File: src/rtl/tpu_pkg.sv
// tpu_pkg: FSM states and accumulator shift/saturate helper shared by PU variants.
package tpu_pkg;
  typedef enum logic [1:0] {IDLE, RUN, FLUSH, DONE} state_t;
  // Returns {clamped_flag, value}; caller keeps the low dw bits of value.
  function automatic logic [128:0] shift_sat(input logic signed [127:0] acc, input int shift, input int dw, input logic sat_en);
    logic signed [127:0] s, hi, lo;
    s = acc >>> shift;
    hi = (128'sd1 <<< (dw - 1)) - 128'sd1;
    lo = -hi - 128'sd1;
    return (sat_en && s > hi) ? {1'b1, hi} : (sat_en && s < lo) ? {1'b1, lo} : {1'b0, s};
  endfunction
endpackage

File: src/rtl/pe_mac_cell.sv
// pe_mac_cell: one weight-stationary MAC cell with eastward activation forwarding.
module pe_mac_cell #(
  parameter int DATA_WIDTH = 16,
  parameter int ACC_WIDTH  = 40
) (
  input  logic                        clk,
  input  logic                        reset,
  input  logic                        clear,
  input  logic                        en,
  input  logic                        load,
  input  logic                        zero,
  input  logic [DATA_WIDTH-1:0]       w_in,
  input  logic [DATA_WIDTH-1:0]       a_in,
  input  logic                        valid_in,
  input  logic                        last_in,
  output logic [DATA_WIDTH-1:0]       a_out,
  output logic                        valid_out,
  output logic                        last_out,
  output logic signed [ACC_WIDTH-1:0] acc
);
  logic signed [DATA_WIDTH-1:0]   w;
  logic signed [2*DATA_WIDTH-1:0] prod;
  assign prod = $signed(a_in) * w;
  always_ff @(posedge clk)
    if (reset) begin
      w         <= '0;
      a_out     <= '0;
      valid_out <= 1'b0;
      last_out  <= 1'b0;
      acc       <= '0;
    end else if (clear) begin
      valid_out <= 1'b0;
      last_out  <= 1'b0;
      acc       <= '0;
    end else if (en) begin
      if (load) w <= w_in;
      a_out     <= a_in;
      valid_out <= valid_in;
      last_out  <= last_in & valid_in;
      acc       <= zero ? '0 : valid_in ? acc + ACC_WIDTH'(prod) : acc;
    end
endmodule

File: src/rtl/systolic_pe_row.sv
// systolic_pe_row: weight-stationary 1-D systolic MAC row with flush FSM and narrowed outputs.
module systolic_pe_row
  import tpu_pkg::*;
#(
  parameter int DATA_WIDTH = 16,
  parameter int ACC_WIDTH  = 40,
  parameter int NUM_PE     = 4,
  parameter int OUT_SHIFT  = 0,
  parameter int SATURATE   = 1
) (
  input  logic                           clk,
  input  logic                           reset,
  input  logic                           en,
  input  logic                           clear,
  input  logic                           load_w,
  input  logic [NUM_PE*DATA_WIDTH-1:0]   w_in,
  input  logic                           in_valid,
  input  logic                           in_last,
  input  logic [DATA_WIDTH-1:0]          a_in,
  output logic                           in_ready,
  output logic [NUM_PE*DATA_WIDTH-1:0]   P,
  output logic                           out_valid,
  output logic [NUM_PE-1:0]              out_sat
);
  localparam int CW = $clog2(NUM_PE + 1);
  state_t                      state, nxt;
  logic [CW-1:0]               cnt;
  logic                        accept, fire, wload;
  logic [DATA_WIDTH-1:0]       a_c [NUM_PE+1];
  logic                        v_c [NUM_PE+1];
  logic                        l_c [NUM_PE+1];
  logic signed [ACC_WIDTH-1:0] acc [NUM_PE];
  logic [128:0]                nar [NUM_PE];
  assign in_ready = state == IDLE || state == RUN;
  assign accept   = in_valid & in_ready & en;
  assign wload    = load_w & (state == IDLE) & ~in_valid;
  // The last sample leaving the final PE marks the edge where every accumulator is complete.
  assign fire     = en & v_c[NUM_PE] & l_c[NUM_PE];
  assign a_c[0]   = a_in;
  assign v_c[0]   = accept;
  assign l_c[0]   = in_last;
  for (genvar k = 0; k < NUM_PE; k++) begin : g_pe
    pe_mac_cell #(.DATA_WIDTH(DATA_WIDTH), .ACC_WIDTH(ACC_WIDTH)) u_cell (
      .clk(clk),
      .reset(reset),
      .clear(clear),
      .en(en),
      .load(wload),
      .zero(fire),
      .w_in(w_in[k*DATA_WIDTH +: DATA_WIDTH]),
      .a_in(a_c[k]),
      .valid_in(v_c[k]),
      .last_in(l_c[k]),
      .a_out(a_c[k+1]),
      .valid_out(v_c[k+1]),
      .last_out(l_c[k+1]),
      .acc(acc[k])
    );
    assign nar[k] = shift_sat(128'(acc[k]), OUT_SHIFT, DATA_WIDTH, SATURATE != 0);
  end
  always_comb
    nxt = ((state == IDLE || state == RUN) && accept) ? (in_last ? (NUM_PE == 1 ? DONE : FLUSH) : RUN)
        : (state == FLUSH && int'(cnt) == NUM_PE - 2) ? DONE
        : (state == DONE) ? IDLE
        : state;
  always_ff @(posedge clk)
    if (reset || clear) begin
      state <= IDLE;
      cnt   <= '0;
    end else if (en) begin
      state <= nxt;
      cnt   <= state == FLUSH ? cnt + 1'b1 : '0;
    end
  always_ff @(posedge clk)
    if (reset) begin
      P         <= '0;
      out_sat   <= '0;
      out_valid <= 1'b0;
    end else if (clear) begin
      out_valid <= 1'b0;
    end else begin
      out_valid <= fire;
      if (fire)
        for (int k = 0; k < NUM_PE; k++) begin
          P[k*DATA_WIDTH +: DATA_WIDTH] <= nar[k][DATA_WIDTH-1:0];
          out_sat[k]                    <= nar[k][128];
        end
    end
endmodule
File: config.mk
export PLATFORM = sky130hd
export DESIGN_NAME = systolic_pe_row
export DESIGN_NICKNAME = d
export VERILOG_FILES = /design/src/rtl/tpu_pkg.sv /design/src/rtl/pe_mac_cell.sv /design/src/rtl/systolic_pe_row.sv
export SDC_FILE = /design/constraint.sdc
export NUM_CORES = 2
export LEC_CHECK = 0
export ABC_AREA = 1
export CORE_MARGIN = 4
export CORE_UTILIZATION = 45
export CTS_BUF_LIST = sky130_fd_sc_hd__clkbuf_2 sky130_fd_sc_hd__clkbuf_4 sky130_fd_sc_hd__clkbuf_8
export CTS_CLUSTER_DIAMETER = 60
export DETAILED_ROUTE_END_ITERATION = 6
export PLACE_DENSITY = 0.65
export SYNTH_ARGS = -nofsm -noshare
export SYNTH_HDL_FRONTEND = slang
export SYNTH_SLANG_ARGS = --single-unit
export TNS_END_PERCENT = 100
File: constraint.sdc
create_clock -name clk -period 18.9 [get_ports clk]
set_input_delay 2.835 -clock clk [delete_from_list [all_inputs] [get_ports clk]]
set_output_delay 2.835 -clock clk [all_outputs]
set_load 0.01 [all_outputs]
==> impl_metrics.env <==
export IMPL_outcome="finished, final reports clean"
export IMPL_tightest_slew_ns=1.22
export IMPL_drc_errors=0
export IMPL_synth_top_area_share_pct=32.2
export IMPL_synthFlopType="dfxtp_1"
export IMPL_fill_cells=14600
export IMPL_cts_hold_buffers_added=0
export IMPL_pre_cts_slack_ns=7.89
export IMPL_cts_htree_levels=3
export IMPL_yosys_warnings=0
export IMPL_start_kind="primary input"
export IMPL_synthCells=9127
export IMPL_r2r_end="g_pe[2].u_cell.acc[33]"
export IMPL_drtAntennaViolNets=0
export IMPL_finClkSkew_ns=0.0581
export IMPL_antenna_found_initial=5
export IMPL_seq_area_frac_synth_pct=10.8
export IMPL_slew_violations=0
export IMPL_grt_usage_pct=25.7
export IMPL_critPathMaxFanout=17
export IMPL_grt_pass1_vias=58500
export IMPL_first_pass_iters=6
export IMPL_port_buffers=156
export IMPL_hold_path_depth=2
export IMPL_drive_above_1_share_pct=3.08
export IMPL_relSlewSlack_pct=18.2
export IMPL_max_cap_violations=0
export IMPL_clockBufferDepth=3
export IMPL_grt_max_degree=97
export IMPL_required_ns=19.52
export IMPL_crit_arrival_ns=10.97
export IMPL_die_area_um2=151000
export IMPL_synth_most_common_cell="inv_1"
export IMPL_row_count=139
export IMPL_hold_viol_final=0
export IMPL_crit_slowest_cell="clkdlybuf4s50_1"
export IMPL_clock_fmax_mhz=96.7
export IMPL_whs_endpoint="cnt[2]"
export IMPL_grt_overflow_total=0
export IMPL_ios=157
export IMPL_synth_edf_count=0
export IMPL_fp_dieH_um=389
export IMPL_cts_tree="built"
export IMPL_vias=57100
export IMPL_p_seq_share_pct=31.2
export IMPL_path_clk_slew_ns=0.07
export IMPL_die_x_um=389
export IMPL_cts_setup_buffers=0
export IMPL_synthesis_nets=10800
export IMPL_drt_iter0_drc=3811
export IMPL_drt_total_wl_um=192000
export IMPL_cts_buffers=74
export IMPL_period_share_pct=54.7
export IMPL_synth_seq_cells=354
export IMPL_synth_top_cells_by_count="2264 x inv_1, 2117 x nand2_1, 1052 x fa_1"
export IMPL_p_total_mw=2.67
export IMPL_p_leak_nw=38.8
export IMPL_switching_share_pct=39.7
export IMPL_yosysTopAreaCell="fa_1"
export IMPL_cts_repair_resized=0
export IMPL_pwr_share_comb_pct=33.3
export IMPL_synth_cell_types=58
export IMPL_internal_power_mw=1.61
export IMPL_fin_nets=10700
export IMPL_setup_tns_ns=0
export IMPL_core_um2=144000
export IMPL_fin_area_um2=69900
export IMPL_hold_path_class="reg -> reg"
export IMPL_period_needed_ns=10.35
export IMPL_syn_area_um2=65300
export IMPL_fin_ws_ns=8.55
export IMPL_crit_type="in -> reg"
export IMPL_post_drt_wl_per_cell_um=17.4
export IMPL_async_reset_ff_share_pct=0
export IMPL_setup_viol=0
export IMPL_peakVddDrop_uv=45.2
export IMPL_synth_area_top_cells="fa_1 32%, inv_1 13%, nand2_1 12%"
export IMPL_clkPwrFrac_pct=35.5
export IMPL_place_area_um2=68200
export IMPL_power_switching_mw=1.06
export IMPL_cts_root_buf="clkbuf_8"
export IMPL_worstHoldStart="cnt[2]"
export IMPL_grt_pass1_wl_um=315000
export IMPL_multi_input_area_um2=48300
export IMPL_slowest_delay_ns=1.28
export IMPL_start_util_pct=45.4
export IMPL_critPathBufInv=7
export IMPL_dp_hpwl_um=156000
export IMPL_cp_top_family="adder cells"
export IMPL_reg2reg_from="g_pe[1].u_cell.a_out[15]"
export IMPL_synth_avg_cell_area_um2=7.16
export IMPL_power_density_nw_per_um2=38.2
export IMPL_cts_sinks=354
export IMPL_via_per_inst=5.19
export IMPL_regToRegSetupSlack_ns=10.51
export IMPL_rsz0062_at_grt="no"
export IMPL_r2r_cells=32
export IMPL_syn2layout_area_growth_pct=6.99
export IMPL_regArea_um2=7090
export IMPL_cp_end_kind="flop"
export IMPL_worstSkewPairLatency_ns=0.82
export IMPL_routabilityCongestion=0.946
[metal layers]
metal	vias up	track usage (%)	part of all wire, %
li1	27200	-	-
met1	27800	35.9	45
met2	1741	42.1	46
met3	314	3.89	6.8
met4	0	6.07	2.3
met5	-	0	0
[area by class of cell]
class	instances	share of cell area, %
Inverter	2274	12.2
Clock buffer	106	1.93
Timing Repair Buffer	202	2.72
Sequential cell	354	10.1
Multi-Input combinational cell	6138	69.1
Antenna cell	3	0.0107
Clock inverter	22	0.451
Tap cell	1903	3.41
[sequential cells by signal (all words and copies together), names as in the netlist]
name                   count
P                         64
state                      2
out_valid                  1
g_pe.u_cell.valid_out      4
out_sat                    4
cnt                        3
g_pe.u_cell.acc          160
g_pe.u_cell.w             64
g_pe.u_cell.a_out         48
g_pe.u_cell.last_out       4
[worst register-to-register path, delay by kind of cell, from the launching register on]
kind | cells | cell delay (ns)
DFF | 1 | 0.83
AOI/OAI and AO/OA | 7 | 1.23
and+or+nand+nor | 10 | 1.13
buffers and inverters | 7 | 0.81
adders and majority gates | 8 | 4.30
[power groups by stage]
stage | clock (mW) | sequential [mW] | combinational (mW)
2_1_floorplan | 0 | 0.784 | 0.665
5_1_grt | 1.00 | 0.835 | 1.01
3_5_place_dp | 0 | 0.846 | 0.879
4_1_cts | 0.975 | 0.831 | 0.890
3_3_place_gp | 0 | 0.846 | 0.872
6_report | 0.947 | 0.833 | 0.889
[worst max path at each step]
| stage | depth (start not counted) | startpoint | endpoint | slack, ns |
|---|---|---|---|---|
| after floorplan | 34 | a_in[15] | g_pe[0].u_cell.acc[34] | 9.40 |
| after global placement | 31 | a_in[10] | g_pe[0].u_cell.acc[36] | 7.89 |
| after detailed placement | 33 | a_in[15] | g_pe[0].u_cell.acc[34] | 7.89 |
| after CTS | 35 | a_in[15] | g_pe[0].u_cell.acc[39] | 8.74 |
| after global routing | 35 | a_in[15] | g_pe[0].u_cell.acc[39] | 7.97 |
| final | 31 | a_in[10] | g_pe[0].u_cell.acc[28] | 8.55 |
[metrics by stage]
stage | cells | hold slack [ns] | util [%]
6_report | 11000 | 0.466 | 48.5
5_1_grt | 11000 | 0.482 | 48.5
4_1_cts | 11000 | 0.467 | 48.5
3_5_place_dp | 10900 | 0.457 | 47.4
3_3_place_gp | 10900 | 0.451 | 47.4
2_1_floorplan | 9127 | 0.439 | -
[cells by family after synthesis]
family	share of synthesized area, %
buffers and inverters	15.2
AND/OR/NAND/NOR	19.9
flip-flops	10.8
XOR/XNOR	1.80
adder cells (fa/ha/maj)	41.7
AO/OA/AOI/OAI	10.5
[placed cells by master (no fill, tap or decap), types with 60 or more instances in the layout]
cell type / Yosys / routed
a21oi_1: 641 / 641
fa_1: 1052 / 1052
nor2_1: 565 / 563
xor2_1: 88 / 88
nor3_1: 60 / 60
dfxtp_1: 354 / 354
nand2_1: 2117 / 2117
clkdlybuf4s50_1: 0 / 155
o21ai_0: 371 / 371
inv_1: 2264 / 2263
nand3_1: 289 / 289
clkbuf_8: 0 / 88
ha_1: 494 / 494
No activity file was read; power rests on OpenSTA's default activity.
